===== config.mk =====
export PLATFORM = sky130hd
export DESIGN_NAME = coin_acceptor
export DESIGN_NICKNAME = d
export VERILOG_FILES = /design/src/rtl/coin_acceptor.sv
export SDC_FILE = /design/constraint.sdc
export NUM_CORES = 1
export LEC_CHECK = 0
export ABC_AREA = 1
export BUFFER_PORTS_ARGS = -buffer_cell sky130_fd_sc_hd__buf_2
export CORE_ASPECT_RATIO = 2
export CORE_MARGIN = 2
export CORE_UTILIZATION = 59
export CTS_CLUSTER_SIZE = 8
export DETAILED_ROUTE_END_ITERATION = 16
export HOLD_SLACK_MARGIN = 0.08
export PLACE_DENSITY = 0.8
export SLEW_MARGIN = 20
export SYNTH_ARGS = -nofsm -noshare
export SYNTH_HDL_FRONTEND = slang
export SYNTH_SLANG_ARGS = --single-unit

===== constraint.sdc =====
create_clock -name clk -period 3.3 [get_ports clk]
set_clock_uncertainty 0.1 [all_clocks]
set_input_delay 0.495 -clock clk [delete_from_list [all_inputs] [get_ports clk]]
set_output_delay 0.495 -clock clk [all_outputs]
set_load 0.01 [all_outputs]

===== src/rtl/coin_acceptor.sv =====
// coin_acceptor: synchronises and debounces coin sensor lines, then either
// pulses the accepted coin to the vending machine or opens the reject flap.
`default_nettype none

module coin_acceptor #(
    parameter int DEBOUNCE_CYCLES = 4,
    parameter int REJECT_HOLD     = 8
) (
    input  logic       clk,
    input  logic       reset,
    input  logic [3:0] coin_raw,
    input  logic       accept_en,
    output logic [3:0] coin_insert,
    output logic       reject_gate,
    output logic [6:0] coin_value,
    output logic [7:0] coin_count,
    output logic       fault
);

    typedef enum logic [2:0] {
        S_IDLE         = 3'd0,
        S_DEBOUNCE     = 3'd1,
        S_ACCEPT       = 3'd2,
        S_REJECT       = 3'd3,
        S_WAIT_RELEASE = 3'd4
    } state_t;

    localparam logic [3:0] C_DEB  = 4'(DEBOUNCE_CYCLES);
    localparam logic [7:0] C_HOLD = 8'(REJECT_HOLD);

    state_t     state_q, state_d;
    logic [3:0] sync1_q, sync2_q;
    logic [3:0] cnt_q, cnt_d;
    logic [7:0] hold_q, hold_d;
    logic [3:0] cap_q, cap_d;
    logic [3:0] insert_q, insert_d;
    logic       reject_q, reject_d;
    logic [6:0] value_q, value_d;
    logic [7:0] count_q, count_d;
    logic       fault_q, fault_d;

    logic [3:0] w_sample;
    logic       w_onehot;
    logic [6:0] w_cents;

    assign w_sample = sync2_q;
    assign w_onehot = (cap_q != 4'd0) && ((cap_q & (cap_q - 4'd1)) == 4'd0);

    always_comb begin
        w_cents = value_q;
        case (cap_q)
            4'b0001: w_cents = 7'd10;
            4'b0010: w_cents = 7'd20;
            4'b0100: w_cents = 7'd50;
            4'b1000: w_cents = 7'd100;
            default: w_cents = value_q;
        endcase
    end

    always_comb begin
        state_d  = state_q;
        cnt_d    = cnt_q;
        hold_d   = hold_q;
        cap_d    = cap_q;
        insert_d = 4'd0;
        reject_d = reject_q;
        value_d  = value_q;
        count_d  = count_q;
        fault_d  = fault_q;

        case (state_q)
            S_IDLE: begin
                if (w_sample != 4'd0) begin
                    state_d = S_DEBOUNCE;
                    cap_d   = w_sample;
                    cnt_d   = 4'd1;
                end
            end
            S_DEBOUNCE: begin
                if (w_sample == 4'd0) begin
                    state_d = S_IDLE;
                    cnt_d   = 4'd0;
                end else if (w_sample != cap_q) begin
                    cap_d = w_sample;
                    cnt_d = 4'd1;
                end else if ((cnt_q + 4'd1) == C_DEB) begin
                    // Decision edge: accept_en is only looked at here.
                    cnt_d = 4'd0;
                    if (w_onehot && accept_en) begin
                        state_d  = S_ACCEPT;
                        insert_d = cap_q;
                        value_d  = w_cents;
                        if (count_q != 8'hFF) begin
                            count_d = count_q + 8'd1;
                        end
                    end else begin
                        state_d  = S_REJECT;
                        reject_d = 1'b1;
                        hold_d   = 8'd1;
                        if (!w_onehot) begin
                            fault_d = 1'b1;
                        end
                    end
                end else begin
                    cnt_d = cnt_q + 4'd1;
                end
            end
            S_ACCEPT: begin
                state_d = S_WAIT_RELEASE;
                cnt_d   = 4'd0;
            end
            S_REJECT: begin
                if (hold_q == C_HOLD) begin
                    state_d  = S_WAIT_RELEASE;
                    reject_d = 1'b0;
                    hold_d   = 8'd0;
                    cnt_d    = 4'd0;
                end else begin
                    hold_d = hold_q + 8'd1;
                end
            end
            S_WAIT_RELEASE: begin
                // The coin must be seen gone for a full debounce window.
                if (w_sample != 4'd0) begin
                    cnt_d = 4'd0;
                end else if ((cnt_q + 4'd1) == C_DEB) begin
                    state_d = S_IDLE;
                    cnt_d   = 4'd0;
                end else begin
                    cnt_d = cnt_q + 4'd1;
                end
            end
            default: begin
                state_d = S_IDLE;
                cnt_d   = 4'd0;
            end
        endcase
    end

    always_ff @(posedge clk or negedge reset) begin
        if (!reset) begin
            state_q  <= S_IDLE;
            sync1_q  <= 4'd0;
            sync2_q  <= 4'd0;
            cnt_q    <= 4'd0;
            hold_q   <= 8'd0;
            cap_q    <= 4'd0;
            insert_q <= 4'd0;
            reject_q <= 1'b0;
            value_q  <= 7'd0;
            count_q  <= 8'd0;
            fault_q  <= 1'b0;
        end else begin
            state_q  <= state_d;
            sync1_q  <= coin_raw;
            sync2_q  <= sync1_q;
            cnt_q    <= cnt_d;
            hold_q   <= hold_d;
            cap_q    <= cap_d;
            insert_q <= insert_d;
            reject_q <= reject_d;
            value_q  <= value_d;
            count_q  <= count_d;
            fault_q  <= fault_d;
        end
    end

    assign coin_insert = insert_q;
    assign reject_gate = reject_q;
    assign coin_value  = value_q;
    assign coin_count  = count_q;
    assign fault       = fault_q;

endmodule

`default_nettype wire


### Word level (Yosys, flattened, before mapping)

Index checks and enable logic that the tools add are counted.

| cells by class | value |
|---|---|
| add/sub/neg operators | 4 |
| equality and inequality tests | 23 |
| multiplexer cells | 38 |
| bitwise logic cells | 5 |
| reductions and logical operators | 18 |

Operators with widths:

| operator | number |
|---|---|
| 4-bit two-way mux | 14 |
| 8-bit two-way mux | 5 |
| 6-bit AND reduction | 5 |
| 7-bit case mux with 4 select lines | 1 |
| 3-bit two-way mux | 7 |
| 2-bit inequality test (second input constant) | 9 |
| 8-bit by 1-bit adder with 8-bit output (second input constant) | 2 |
| 4-bit case mux with 4 select lines | 1 |
| 8-bit case mux with 2 select lines | 1 |
| 3-bit case mux with 5 select lines | 1 |
| 4-bit nonzero test | 3 |
| 4-bit by 3-bit == test with 1-bit output (second input constant) | 2 |
| 8-bit by 4-bit == test with 1-bit output (second input constant) | 1 |
| 4-bit logical NOT | 2 |
| 8-bit inequality test (second input constant) | 1 |
| 4-bit case mux with 2 select lines | 1 |
| 3-bit by 2-bit == test with 1-bit output (second input constant) | 2 |
| 1-bit two-way mux | 6 |
| 3-bit inequality test (second input constant) | 2 |
| 5-bit AND reduction | 1 |
| 4-bit by 1-bit adder with 4-bit output (second input constant) | 1 |
| 4-bit AND | 1 |
| 4-bit by 1-bit == test with 1-bit output (second input constant) | 1 |
| 4-bit by 2-bit == test with 1-bit output (second input constant) | 1 |
| 12 further kinds | 17 |

| word-level totals | value |
|---|---|
| bits in registers | 48 |
| bits of input ports | 7 |

### Longest topological paths before layout

| depth | value |
|---|---|
| depth in word-level cells | 10 |
| mapped depth | 11 |
| gate-level depth less buffers | 11 |

### Worst setup path before layout

No wires, ideal clock.

| timing path | value |
|---|---|
| path kind | register -> register |
| start | register count_q[0] (netlist: coin_count[0]) |
| end | register count_q[7] (netlist: coin_count[7]) |
| library setup time | 0.117 ns |
| arrival | 1.416 ns |
| required time | 3.083 ns |
| path slack | 1.667 ns |
| cell stages (with the launch flop) | 9 |
| buffers on the path | 1 |
| clock period less this slack | 1.633 ns |
| path through | dfrtp_1 -> ha_1 -> nand3_1 -> nor2_1 -> a31oi_1 -> nand3_2 -> buf_6 -> nand2_2 -> o21ai_2 |

| between the ends | value |
|---|---|
| word-level cells in the longest chain between the ends | 2 |
| elaborated cells between the ends (all ways) | 3 |
| those cells by class | 1 x add/sub; 1 x eq/ne; 1 x reduce/logical |

Ends and longest elaborated chain:

| what | line | source |
|---|---|---|
| start, declared | 39 | `logic [7:0] count_q, count_d;` |
| start signal, assigned | 163 | `count_q <= count_d;` |
| branches (longest 2 deep; another with 8-bit by 1-bit adder with 8-bit output) | -- |  |

Parallel ways; which one is timed is not known.
A chain may end at the register's enable or synchronous reset.

### Worst setup path after layout

| timing path | value |
|---|---|
| start | register cnt_q[0] |
| end | register count_q[3] (netlist: coin_count[3]) |

| between the ends | value |
|---|---|
| word-level cells in the longest chain between the ends | 3 |

Ends and longest elaborated chain:

| what | line | source |
|---|---|---|
| start, declared | 33 | `logic [3:0] cnt_q, cnt_d;` |
| start signal, assigned | 157 | `cnt_q <= cnt_d;` |
| 4-bit by 1-bit adder with 4-bit output | 86 | `end else if ((cnt_q + 4'd1) == C_DEB) begin` |
| 4-bit by 3-bit == test with 1-bit output | 86 |  |
| 6-bit AND reduction (no line) | -- |  |

No other way between the ends.

==> metrics.txt <==
asr flop ratio synth=between 90% and 100%; outcome=complete, no violations; filler instances=355; # H-tree levels=2; Core Area=4090 um^2; clk slew on worst S/H paths=100 ps; fin cells=roughly 410; Worst EP required=3400 ps; worst skew pair latency=310 ps; starting density of the core=roughly 62%; post-CTS resize count=0; io pins=28; P per Cell Area=607 nW/um^2; Routed wire per std cell=11.8 um; Final Worst Setup Slack=around 1400 ps; CP peak stage delay=420 ps; final number of max-transition violations=0; Setup violations, final=0; Synth top area share=between 40 and 50%; crit share post-route=between 50% and 60%; Worst-Margin Slew=592 ps; Via-to-Cell Ratio=5.17; critical path type=flip-flop to flip-flop; ANT cells=0; initial DRC count=40; multi-input logic area=~1100 um^2; top cells by area, synth=dfrtp_1, nand2_1, inv_1; Post-synth EDFFs=0; Overall Global Routing Usage=a little under a quarter; r2r setup slk=approximately 1400 ps; fmax=about 520 MHz; average cell area after synthesis=7.66 um^2; full die area=just under 5000 um^2; post-synth top area cell=dfrtp_1; Peak VDD IR=between 0.3 and 0.4 mV; ys flop type=dfrtp_1; share of layout cells above drive strength 1=a little under a fifth; post-CTS setup buffers=0; Final Hold Viols=0; Synth Cell Area=about 2500 um^2; critical path fanouts, max=15; register area share after synthesis=46.7%; # rows=33; Reg-to-Reg End=coin_count[3]; placed cell area=~2700 um^2; RSZ-0062 raised after global routing=no; Final #Nets=between 300 and 400; wirelength, routed=4890 um; pre-CTS setup slack=about 1400 ps; detailed placement HPWL=around 3700 um; Worst path slowest cell=dfrtp_1; CTS tree=yes; vias in the first global route=between 2k and 2.5k; Clock Sinks=47; DR vias=around 2.1k; gpl congestion=~0.84; Final min period=just under 2000 ps; first-pass GRT wire length=roughly 8600 um; total overflow reported by the global router=0; crit-path cells=ha_1 -> nand2_1 -> inv_1 -> nand3_2 -> nor2_4 -> nand3_2 -> nand2_1 -> o21ai_2; register area=1180 um^2; Area Overhead vs Synth=11.7%; Hold WC Path Type=primary input to async pin; Die Span Y=96.4 um; Synth cell types=29; total CTS buffers=5; worst-case reg-to-reg path depth=8; Placed Cells incl. Taps=about 410; PortBufs=26; Pleak=around 0.0015 uW; remaining antenna violation count after routing=0; buffers from clock root to sink, at most=2; setup TNS=0 ps; Crit. End Element=flip-flop; worst relative slew slack=60.6%; fin util=around 69%; reg2reg start=cnt_q[0]; final instance area=2820 um^2; CTS Hold Bufs=0; Mapped Cells=between 300 and 400; Die X=50.2 um; CTS root buf=clkbuf_8; synthesis-stage register bit count=between 40 and 50; drt pass-1 iters=4; max cap viols=0; synth warn=0; Residual DRC=0; Mapped Nets=340; CP startpoint kind=flip-flop; worst path arrival time=between 2000 and 2500 ps; initial antenna violation count=0; largest net degree at the start of global routing=48
worst max path at each step:
stage / startpoint / to / cells after the start
floorplan: coin_count[0] / coin_count[7] / 8
detailed placement: cnt_q[0] / coin_count[3] / 8
global route: cnt_q[1] / coin_count[3] / 8
global placement: cnt_q[0] / coin_count[6] / 8
CTS: cnt_q[0] / coin_count[3] / 8
finish: cnt_q[0] / coin_count[3] / 8
cell families (layout without fill, tap and decap cells):
group                      count (synthesis)  in the layout  synth area share (%)
other                                      1              1                 0.149
adders and majority gates                  4              4                  1.99
buffers and inverters                     54             86                  8.49
DFF                                       47             47                  46.7
AOI/OAI and AO/OA                         32             32                  7.89
and+or+nand+nor                          185            185                  32.8
xor gates and xnor gates                   6              6                  2.08
state kept, by name (all words and copies together) (netlist names):
name	count
cap_q	4
cnt_q	4
coin_count	8
coin_insert	4
coin_value	6
fault	1
hold_q	8
reject_gate	1
state_q	3
sync1_q	4
sync2_q	4
layer usage:
metal	vias up	share of wire, %	global-route usage, %	routed length, um
met4	0	4.2	17.4	206
met5	-	0	0	0
met1	1005	38	21.2	1840
met3	15	2.4	3.08	116
met2	32	56	45.4	2730
li1	1083	-	-	-
cells in the final DEF (no fill, tap or decap), types with 3 or more instances in the layout:
cell / n
nand2_1: 114
dfrtp_1: 47
inv_1: 45
buf_2: 25
nand3_1: 23
nor2_1: 22
o21ai_0: 13
inv_2: 7
nand2_2: 7
o21ai_2: 7
nand4_1: 5
clkbuf_8: 5
nand3_2: 4
a21oi_1: 4
ha_1: 4
nor2_4: 3
nor2_2: 3
xnor2_1: 3
xor2_1: 3
final cells by class:
cell class / instances / area share (%)
Tap cell: 52 / 2.31
Sequential cell: 47 / 41.8
Clock inverter: 3 / 1.64
Multi-Input combinational cell: 228 / 40.2
Inverter: 52 / 6.93
Clock buffer: 5 / 2.44
Timing Repair Buffer: 26 / 4.71
cells in the mapped netlist, types with 2 or more instances:
library cell,number
nand3_1,23
o21bai_1,2
nand4_1,5
nand3_2,4
xor2_1,3
o21ai_0,13
nor2_4,3
nand2_1,114
o21ai_1,2
o21ai_2,7
a21oi_1,4
nor2_1,22
nand2_2,7
nor3_1,2
ha_1,4
inv_2,7
nor2_2,3
xnor2_1,3
inv_1,45
dfrtp_1,47
critical path, delay by kind of cell (launching register included):
family	cells	cell delay (ps)
AND/OR/NAND/NOR	5	970
buffers and inverters	1	70
flip-flops	1	420
AO/OA/AOI/OAI	1	70
adder cells (fa/ha/maj)	1	190
report_power, final:
group	total [uW]	switching (uW)	leakage (uW)	internal [uW]
Combinational	551	377	0.000884	174
Clock	436	208	0.0000548	228
Sequential	722	79.5	0.000604	643
metrics by stage:
stage	power [uW]	hold WS (ps)
5_1_grt	1830	136
3_3_place_gp	1270	233
2_1_floorplan	1140	99.4
4_1_cts	1730	181
6_report	1710	71.1
3_5_place_dp	1280	241
Power figures use the tool's default switching activity.
